===== config.mk =====
export PLATFORM = sky130hd
export DESIGN_NAME = aes_byte_stream_loader
export DESIGN_NICKNAME = d
export VERILOG_FILES = /design/src/rtl/aes_byte_stream_loader.sv
export SDC_FILE = /design/constraint.sdc
export NUM_CORES = 1
export LEC_CHECK = 0
export ABC_CLOCK_PERIOD_IN_PS = 2900
export CELL_PAD_IN_SITES_DETAIL_PLACEMENT = 2
export CELL_PAD_IN_SITES_GLOBAL_PLACEMENT = 2
export CORE_ASPECT_RATIO = 0.6
export CORE_MARGIN = 1
export CORE_UTILIZATION = 27
export CTS_CLUSTER_DIAMETER = 30
export DETAILED_ROUTE_END_ITERATION = 12
export GPL_ROUTABILITY_DRIVEN = 0
export GPL_TIMING_DRIVEN = 0
export PLACE_DENSITY_LB_ADDON = 0.1
export SYNTH_ARGS = -nofsm -noshare
export SYNTH_HDL_FRONTEND = slang
export SYNTH_SLANG_ARGS = --single-unit

===== constraint.sdc =====
create_clock -name clk -period 2.9 [get_ports clk]
set_input_delay 0.58 -clock clk [delete_from_list [all_inputs] [get_ports clk]]
set_output_delay 0.58 -clock clk [all_outputs]
set_load 0.02 [all_outputs]

===== src/rtl/aes_byte_stream_loader.sv =====
// aes_byte_stream_loader: byte-serial load, settle, capture and byte-serial send around a combinational AES-128 core
module aes_byte_stream_loader #(
  parameter int SETTLE_CYCLES = 4
) (
  input  logic         clk,
  input  logic         rst_n,
  input  logic [7:0]   in_byte,
  input  logic         in_is_key,
  input  logic         in_valid,
  output logic         in_ready,
  output logic [0:127] core_data,
  output logic [0:127] core_key,
  input  logic [0:127] core_en,
  output logic [7:0]   out_byte,
  output logic         out_valid,
  input  logic         out_ready,
  output logic         busy
);
  typedef enum logic [1:0] {LOAD, SETTLE, SEND} state_t;
  state_t state, state_nx;
  logic [0:127] data_reg, key_reg, out_reg;
  logic [4:0] data_cnt, key_cnt, out_cnt, data_cnt_nx, key_cnt_nx;
  logic [3:0] settle_cnt;
  logic take_d, take_k, settle_done, out_hs;
  always_comb begin
    in_ready = (state == LOAD) && rst_n;
    out_valid = state == SEND;
    busy = state != LOAD;
    out_byte = out_reg[0:7];
    core_data = data_reg;
    core_key = key_reg;
    take_d = in_valid && in_ready && !in_is_key && data_cnt < 5'd16;
    take_k = in_valid && in_ready && in_is_key && key_cnt < 5'd16;
    data_cnt_nx = data_cnt + 5'(take_d);
    key_cnt_nx = key_cnt + 5'(take_k);
    settle_done = state == SETTLE && settle_cnt == 4'(SETTLE_CYCLES - 1);
    out_hs = out_valid && out_ready;
    state_nx = state == LOAD   ? ((data_cnt_nx == 5'd16 && key_cnt_nx == 5'd16) ? SETTLE : LOAD) :
               state == SETTLE ? (settle_done ? SEND : SETTLE) :
                                 ((out_hs && out_cnt == 5'd15) ? LOAD : SEND);
  end
  always_ff @(posedge clk) begin
    if (!rst_n) begin
      state <= LOAD;
      data_reg <= '0;
      key_reg <= '0;
      out_reg <= '0;
      data_cnt <= '0;
      key_cnt <= '0;
      out_cnt <= '0;
      settle_cnt <= '0;
    end else begin
      state <= state_nx;
      if (take_d) data_reg <= {data_reg[8:127], in_byte};
      if (take_k) key_reg <= {key_reg[8:127], in_byte};
      data_cnt <= settle_done ? 5'd0 : data_cnt_nx;
      key_cnt <= settle_done ? 5'd0 : key_cnt_nx;
      settle_cnt <= state == SETTLE ? settle_cnt + 4'd1 : 4'd0;
      out_reg <= settle_done ? core_en : out_hs ? {out_reg[8:127], 8'h00} : out_reg;
      out_cnt <= settle_done ? 5'd0 : out_cnt + 5'(out_hs);
    end
  end
endmodule

Yosys cells after proc, flatten, opt, wreduce, memory -nomap -nowiden

Cells that the tools add are included.

Word-level logic and storage cells: 44
Input bits: 141
Bits in registers: 405
Output and inout bits: 267

Equal/unequal tests: 6
Bitwise operators: 1
Reductions and logical operators: 16
Magnitude comparators: 2
$add $sub $neg: 4
Mux-type cells: 7

Operators with widths:

| kind                | count |
|---|---|
| $mux 128            | 2 |
| $add 5x1->5         | 3 |
| $eq 5x5->1 const B  | 2 |
| $logic_and 1x1->1   | 10 |
| $lt 5x5->1 const B  | 2 |
| $mux 2              | 4 |
| $eq 5x4->1 const B  | 1 |
| $add 4x1->4 const B | 1 |
| $eq 4x2->1 const B  | 1 |
| $reduce_bool 2->1   | 2 |
| $eq 2x1->1 const B  | 1 |
| $eq 2x2->1 const B  | 1 |
| $logic_not 2->1     | 1 |
| $reduce_and 2->1    | 1 |
| $reduce_or 2->1     | 1 |
| $logic_not 1->1     | 1 |
| $mux 1              | 1 |
| $not 1->1           | 1 |

Depth between registers and ports, before layout

Gate-level depths: netlist (run 1).

Depth in word-level cells: 10
Gate-level depth with buffers: 11
Mapped depth without buffers: 9

Least setup slack after synthesis (run 1)

OpenSTA, ideal clock, no wires.

Path type: in2reg
Start point: input port rst_n
End point: register state[0]
Buffers on the path: 2
Data required time: 2.830 ns
Arrival: 2.811 ns
Setup slack: 0.019 ns
Stages on the path: 11
Library setup time: 0.070 ns
Cells stage by stage: buf_2 > nor3b_4 > nand4b_1 > inv_2 > buf_2 > ha_1 > ha_1 > nor4_1 > nand4_1 > or3b_2 > o21bai_1

Longest elaborated chain between the ends: 9
Elaborated cells on any way between the ends: 13
Those cells by class: add/sub (2); eq/ne (2); mux (2); reduce/logical (7)

RTL lines:

| item                            | line | text |
|---|---|---|
| from (decl)                     | 6    | `input logic rst_n,` |
| $logic_and 1x1->1               | 26   | `in_ready = (state == LOAD) && rst_n;` |
| net in_ready                    | 10   | `output logic in_ready,` |
| $logic_and 1x1->1 (3 in series) | 33   | `take_k = in_valid && in_ready && in_is_key && key_cnt < 5'd16;` |
| net take_k                      | 24   | `logic take_d, take_k, settle_done, out_hs;` |
| $add 5x1->5                     | 35   | `key_cnt_nx = key_cnt + 5'(take_k);` |
| net key_cnt_nx[1]               | 22   | `logic [4:0] data_cnt, key_cnt, out_cnt, data_cnt_nx, key_cnt_nx;` |
| $eq 5x5->1                      | 38   | `state_nx = state == LOAD ? ((data_cnt_nx == 5'd16 && key_cnt_nx == 5'd16) ? SETTLE : LOAD) :` |
| $logic_and 1x1->1               | 38   |  |
| $mux 1                          | 38   |  |
| $mux 2                          | 38   |  |
| to (signal assigned)            | 53   | `state <= state_nx;` |
| to (decl)                       | 20   | `state_t state, state_nx;` |

The timed path passes the listed nets, and every way through them passes these cells.
A chain may end at the register's enable or synchronous reset.

Worst setup path after layout (run 1)

Start point: register state[0]
End point: output port in_ready

Longest elaborated chain between the ends: 2

RTL lines:

| item              | line |
|---|---|
| $logic_not 2->1   | 26 |
| $logic_and 1x1->1 | 26 |
| to (decl)         | 10 |

No other way between the ends.

==> flow_metrics.tcl, run 1 <==
set metrics [dict create \
    outcome "completed" \
    drv_slew 0 \
    route.detailed.drc 0 \
    crit_slowest_cell "clkdlybuf4s50_1" \
    io_buffers 406 \
    yosysTopAreaCellShare_pct 53.4 \
    crit_path_start_kind "flop" \
    power_density_nw_per_um2 688 \
    fmax_mhz 368 \
    core_sq_um 54800 \
    io_pins 408 \
    cpPeakStageDelay_ns 0.64 \
    clockBufferDepth 3 \
    cp_common_cell "buf_4" \
    rr_startpoint "state[0]" \
    cts_tree "yes" \
    final_cells 3234 \
    timing.slew.headroom_pct 42.8 \
    cts.sinks 405 \
    endpoint_kind "output port" \
    ctsHtreeMaxLevel 3 \
    clock_latency_ns 0.60 \
    p_leak_nw 7.92 \
    setup_tns_ns 0 \
    antenna_found_initial 1 \
    tightest_slew_ns 0.857 \
    path_buf_inv 3 \
    synth.distinct_cells 34 \
    hpwl_mm 50.0 \
    nets 2564 \
    cts_hold_buffers 0 \
    synth.area.top_cells "dfxtp_1, nand2_1, a21oi_1" \
    first_global_vias 16500 \
    ir_worst_vdd_mv 0.384 \
    finalHoldViolCount 0 \
    dieWidth_um 308 \
    whs_endpoint "core_data[73]" \
    synth-seq-cells 405 \
    synth_top_cell_by_area "dfxtp_1" \
    cts_root_buffer "clkbuf_16" \
    ys.flop_type "dfxtp_1" \
    syn_inst 1916 \
    drive_gt1_share_pct 9.70 \
    routed-via-count 15400 \
    detail_route.iter0.violations 691 \
    seq_area_frac_synth_pct 53.4 \
    yosysWarnings 0 \
    fin_skew_ns 0.0169 \
    async_reset_ff_share_pct 0 \
    final_util_pct 42.3 \
    cp.required_ns 2.32 \
    rows 66 \
    viasPerCell 4.78 \
    clk_pin_slew_ns 0.05 \
    dp_cells 3070 \
    crit_type "reg2out" \
    initial_core_util_pct 27.7 \
    grt_usage_pct 22.9 \
    postRouteAntennaNets 0 \
    chipHeight_um 186 \
    hold_path.class "in2reg" \
    holdPathStages 2 \
    path_cells "nor3b_4, buf_4, buf_4, clkdlybuf4s50_1" \
    final.period_utilization_pct 93.8 \
    hold_start "rst_n" \
    cp_max_fo 5 \
    grt_overflow 0 \
    synth_nets 2064 \
    rr_worst_depth 10 \
    r2r_end "state[0]" \
    p_total_mw 16.0 \
    syn-cell-area_sq_um 15200 \
    drt_wl_total_mm 66.7 \
    synth-edff-count 0 \
    hold_ws_ns 0.332 \
    numCtsBuffers 82 \
    grt_pass1_wl_mm 100 \
    r2r_slack_ns 0.21 \
    setup_viol 0 \
    area_growth_syn_to_layout_pct 52.7 \
    avgSynthCellArea_sq_um 7.93 \
    maxCapViolCount 0 \
    worstPathArrival_ns 2.14 \
    crit_family "buffers and inverters" \
    post_drt_wl_per_cell_um 20.6 \
    dieArea_sq_um 57300 \
    period_minus_slack_ns 2.72 \
    grt_max_degree 13 \
    firstDrtPassIters 5 \
]
-- synth_stat cells, drive strengths merged (6+ instances only) --
master	instances
nand2	756
dfxtp	405
a21oi	253
nor2	133
a311oi	119
clkbuf	84
buf	81
and3	23
nand3	9
o21a	8
ha	7
xor2	7
a21boi	6
-- worst register-to-register path: cells and delay by family, from the launching register on --
family / cells / cell delay [ns]
buffers and inverters: 2 / 0.29
AND/OR/NAND/NOR: 5 / 1.34
AO/OA/AOI/OAI: 1 / 0.19
flip-flops: 1 / 0.37
adder cells (fa/ha/maj): 2 / 0.43
-- per-layer routing --
metal,track usage (%),vias to the layer above,routed length [um]
li1,-,7400,-
met4,6.97,0,1600
met5,0,-,0
met1,32.8,7617,33000
met2,35.1,326,29600
met3,3.53,100,2550
-- layout make-up --
class                   instances  area, sq um
clock inverters                54          673
well taps                     748          936
clock buffers                  99         2210
plain buffers                 164          825
inverters                       4         20.0
multi-input cells            1342         6280
fillers                      6101        31600
diodes                          1         2.50
flip-flops and latches        405         8110
repair buffers                417         4150
-- layout by cell type, fill, tap and decap left out, types with 2 or more instances in the layout --
cell type and n:
inv_2 2, buf_4 26, xor2_1 7, nand2_1 756, xnor2_1 4, buf_6 10, o21ai_0 2, dfxtp_1 405
inv_16 3, a311oi_1 119, buf_1 5, nand4b_1 2, a21boi_0 6, clkdlybuf4s50_1 406, o21a_1 8, ha_1 6
clkinv_4 11, buf_2 49, and3_1 23, clkinv_2 9, bufinv_16 9, clkbuf_1 92, clkbuf_8 9, nor2_1 133
clkinvlp_4 10, inv_6 12, nand3_1 8, a21oi_1 253, clkbuf_16 82
-- logic make-up (layout without fill, tap and decap cells) --
family	after synthesis	in the layout	share of synthesized area (%)
DFF	405	405	53.4
other	0	1	0
and+or+nand+nor	933	933	23.8
xor gates and xnor gates	11	11	0.634
adders and majority gates	7	7	0.576
muxes	1	1	0.0659
AOI/OAI and AO/OA	390	390	16.1
buffers and inverters	169	738	5.46
-- worst max path at each step --
stage / from / endpoint / slack [ns] / depth (start not counted)
6_report: state[0] / in_ready / 0.18 / 4
5_1_grt: state[0] / state[0] / -0.01 / 10
4_1_cts: state[1] / state[0] / 0.006 / 10
3_5_place_dp: rst_n / state[0] / -0.75 / 11
3_3_place_gp: rst_n / state[0] / -0.59 / 11
2_1_floorplan: rst_n / state[0] / 0.02 / 11
-- through the flow --
stage | setup slack [ns] | instance area (sq um)
after floorplan | 0.0190 | 15200
after global placement | -0.585 | 20200
after detailed placement | -0.747 | 20200
after CTS | 0.00591 | 23100
after global routing | -0.0137 | 23200
final | 0.181 | 23200
-- where the power goes --
part | switching [mW] | internal, mW
logic | 0.292 | 0.243
registers | 0.00980 | 5.58
clock network | 3.48 | 6.34
-- timing repair --
action                                  in CTS  in global routing
gates resized for setup                      4                  7
buffers inserted                             4                  7
pin swaps                                    2                  4
endpoints found under the setup margin       1                  1
(Power assumes the default switching activity.)
==> run 2: changes to the inputs <==
--- a/config.mk
+++ b/config.mk
@@ -13,9 +13,9 @@
 export CORE_UTILIZATION = 27
 export CTS_CLUSTER_DIAMETER = 30
 export DETAILED_ROUTE_END_ITERATION = 12
-export GPL_ROUTABILITY_DRIVEN = 0
+export GPL_ROUTABILITY_DRIVEN = 1
 export GPL_TIMING_DRIVEN = 0
-export PLACE_DENSITY_LB_ADDON = 0.1
+export PLACE_DENSITY = 0.8
 export SYNTH_ARGS = -nofsm -noshare
 export SYNTH_HDL_FRONTEND = slang
 export SYNTH_SLANG_ARGS = --single-unit
==> run 2 against run 1 <==
- sequential cell count did not move
- clock skew rose by 0.0076 ns
- cell count fell by 0.15%
- global-route usage rose by 1.7 points
- register-to-register slack barely moved
- combinational power fell by 0.7%
- critical path type is now reg2reg
- largest cell class unchanged
- highest routed layer unchanged
==> flow_metrics.tcl, run 2 (same netlist as run 1, synthesis figures left out) <==
set metrics [dict create \
    dieWidth_um 308 \
    routed-via-count 15800 \
    crit_path_start_kind "flop" \
    rsz0062_at_grt "false" \
    hpwl_mm 51.6 \
    area_growth_syn_to_layout_pct 52.6 \
    outcome "completed" \
    fmax_mhz 370 \
    hold_path.class "in2reg" \
    core_sq_um 54800 \
    clockBufferDepth 3 \
    finalHoldViolCount 0 \
    viasPerCell 4.89 \
    period_minus_slack_ns 2.70 \
    detail_route.iter0.violations 629 \
    seqPwrFrac_pct 34.4 \
    crit_type "reg2reg" \
    clock_power_share_pct 62.3 \
    dp_cells 3070 \
    drv_slew 0 \
    firstDrtPassIters 5 \
    ctsHtreeMaxLevel 3 \
    cts_hold_buffers 0 \
    grt_pass1_wl_mm 107 \
    timing.slew.headroom_pct 36.6 \
    initial_core_util_pct 27.7 \
    drive_gt1_share_pct 9.38 \
    hold_ws_ns 0.329 \
    post_drt_wl_per_cell_um 22.1 \
    route.detailed.drc 0 \
    comb_power_share_pct 3.3 \
    grt_usage_pct 24.5 \
    antenna_found_initial 7 \
    p_leak_nw 7.91 \
    clk_pin_slew_ns 0.05 \
    nets 2558 \
    drt_wl_total_mm 71.3 \
    layout_common_cells "nand2_1, clkdlybuf4s50_1, dfxtp_1" \
    cts_root_buffer "clkbuf_16" \
    numCtsBuffers 86 \
    worstPathArrival_ns 3.23 \
    gp_congestion 0.879 \
    io_pins 408 \
    io_buffers 406 \
    maxCapViolCount 0 \
    first_global_vias 17500 \
    chipHeight_um 186 \
    fin_skew_ns 0.0244 \
    cp.required_ns 3.42 \
    rows 66 \
    p_sw_share_pct 22.5 \
    intPower_mw 12.6 \
    dieArea_sq_um 57300 \
    clock_latency_ns 0.61 \
    cts.sinks 405 \
    cts_tree "yes" \
    tightest_slew_ns 0.950 \
    grt_max_degree 12 \
    final_common_cell "nand2_1" \
    p_sw_mw 3.66 \
    setup_viol 0 \
    cp_max_fo 10 \
    power_density_nw_per_um2 701 \
    ir_worst_vdd_mv 0.412 \
    grt_overflow 0 \
    final_util_pct 42.3 \
    final.period_utilization_pct 93.2 \
    endpoint_kind "flop" \
    final_cells 3229 \
    postRouteAntennaNets 0 \
]
-- run 2: cell types whose count changed in the layout (fill, tap and decap cells not counted), sizes merged --
cell and delta:
buf -10, inv -9, clkbuf +2, diode +6, clkinv +3, bufinv +3
-- run 2: worst paths after layout --
check / from / to / slack [ns] / cells past startpoint
worst min register to register: core_key[4] / core_key[4] / 0.46 / 2
worst min-delay path: rst_n / core_data[73] / 0.33 / 2
worst max register to register: state[1] / state[0] / 0.20 / 10
worst max-delay path: state[1] / state[0] / 0.20 / 10
-- run 2: cell type report --
type / count / area [sq um]
timing repair buffer: 407 / 4070
tap: 748 / 936
fill: 6082 / 31600
sequential: 405 / 8110
inverter: 4 / 15.0
multi-input combinational: 1342 / 6270
clock buffer: 101 / 2320
clock inverter: 51 / 637
antenna: 7 / 17.5
buffer: 164 / 816
-- run 2: critical path, stage by stage (launching register included) --
cell and delay, ns:
dfxtp_1 0.36, nor3b_4 0.31, nand4b_1 0.22, inv_2 0.12, buf_6 0.17, ha_2 0.21, ha_1 0.25, nor4_2 0.25
nand4_1 0.11, or3b_2 0.47, o21bai_1 0.14
-- run 2: power by group through the flow --
stage	Clock, mW	Sequential (mW)	Combinational [mW]
after global placement	0	5.71	0.508
after floorplan	0	5.71	0.182
after CTS	10.3	5.60	0.533
after detailed placement	0	5.71	0.525
final	10.1	5.60	0.532
after global routing	10.6	5.59	0.571
-- run 2: timing repair --
item,CTS,global route
pin swaps,0,2
gates resized for setup,1,4
setup endpoints to repair,1,1
setup buffers,0,1
-- run 2: routing by layer --
metal / global-route usage (%) / routed length, um
met4: 9.65 / 2240
met3: 4.44 / 2870
met2: 39.5 / 33200
met1: 32.6 / 33100
met5: 0 / 0
-- run 2: through the flow --
stage	worst slack, ns	total power [mW]	setup TNS, ns	cell area [sq um]
after floorplan	0.0190	5.90	0	15200
after global placement	-0.406	6.21	-0.406	20200
after detailed placement	-0.440	6.23	-0.440	20200
after CTS	0.0244	16.4	0	23200
after global routing	0.0250	16.7	0	23200
final	0.198	16.3	0	23200
==> run 3: changes to the inputs <==
--- a/config.mk
+++ b/config.mk
@@ -5,7 +5,6 @@
 export SDC_FILE = /design/constraint.sdc
 export NUM_CORES = 1
 export LEC_CHECK = 0
-export ABC_CLOCK_PERIOD_IN_PS = 2900
 export CELL_PAD_IN_SITES_DETAIL_PLACEMENT = 2
 export CELL_PAD_IN_SITES_GLOBAL_PLACEMENT = 2
 export CORE_ASPECT_RATIO = 0.6
==> results of run 3 <==
Final layout, timing and power as in run 2 (identical DEF).
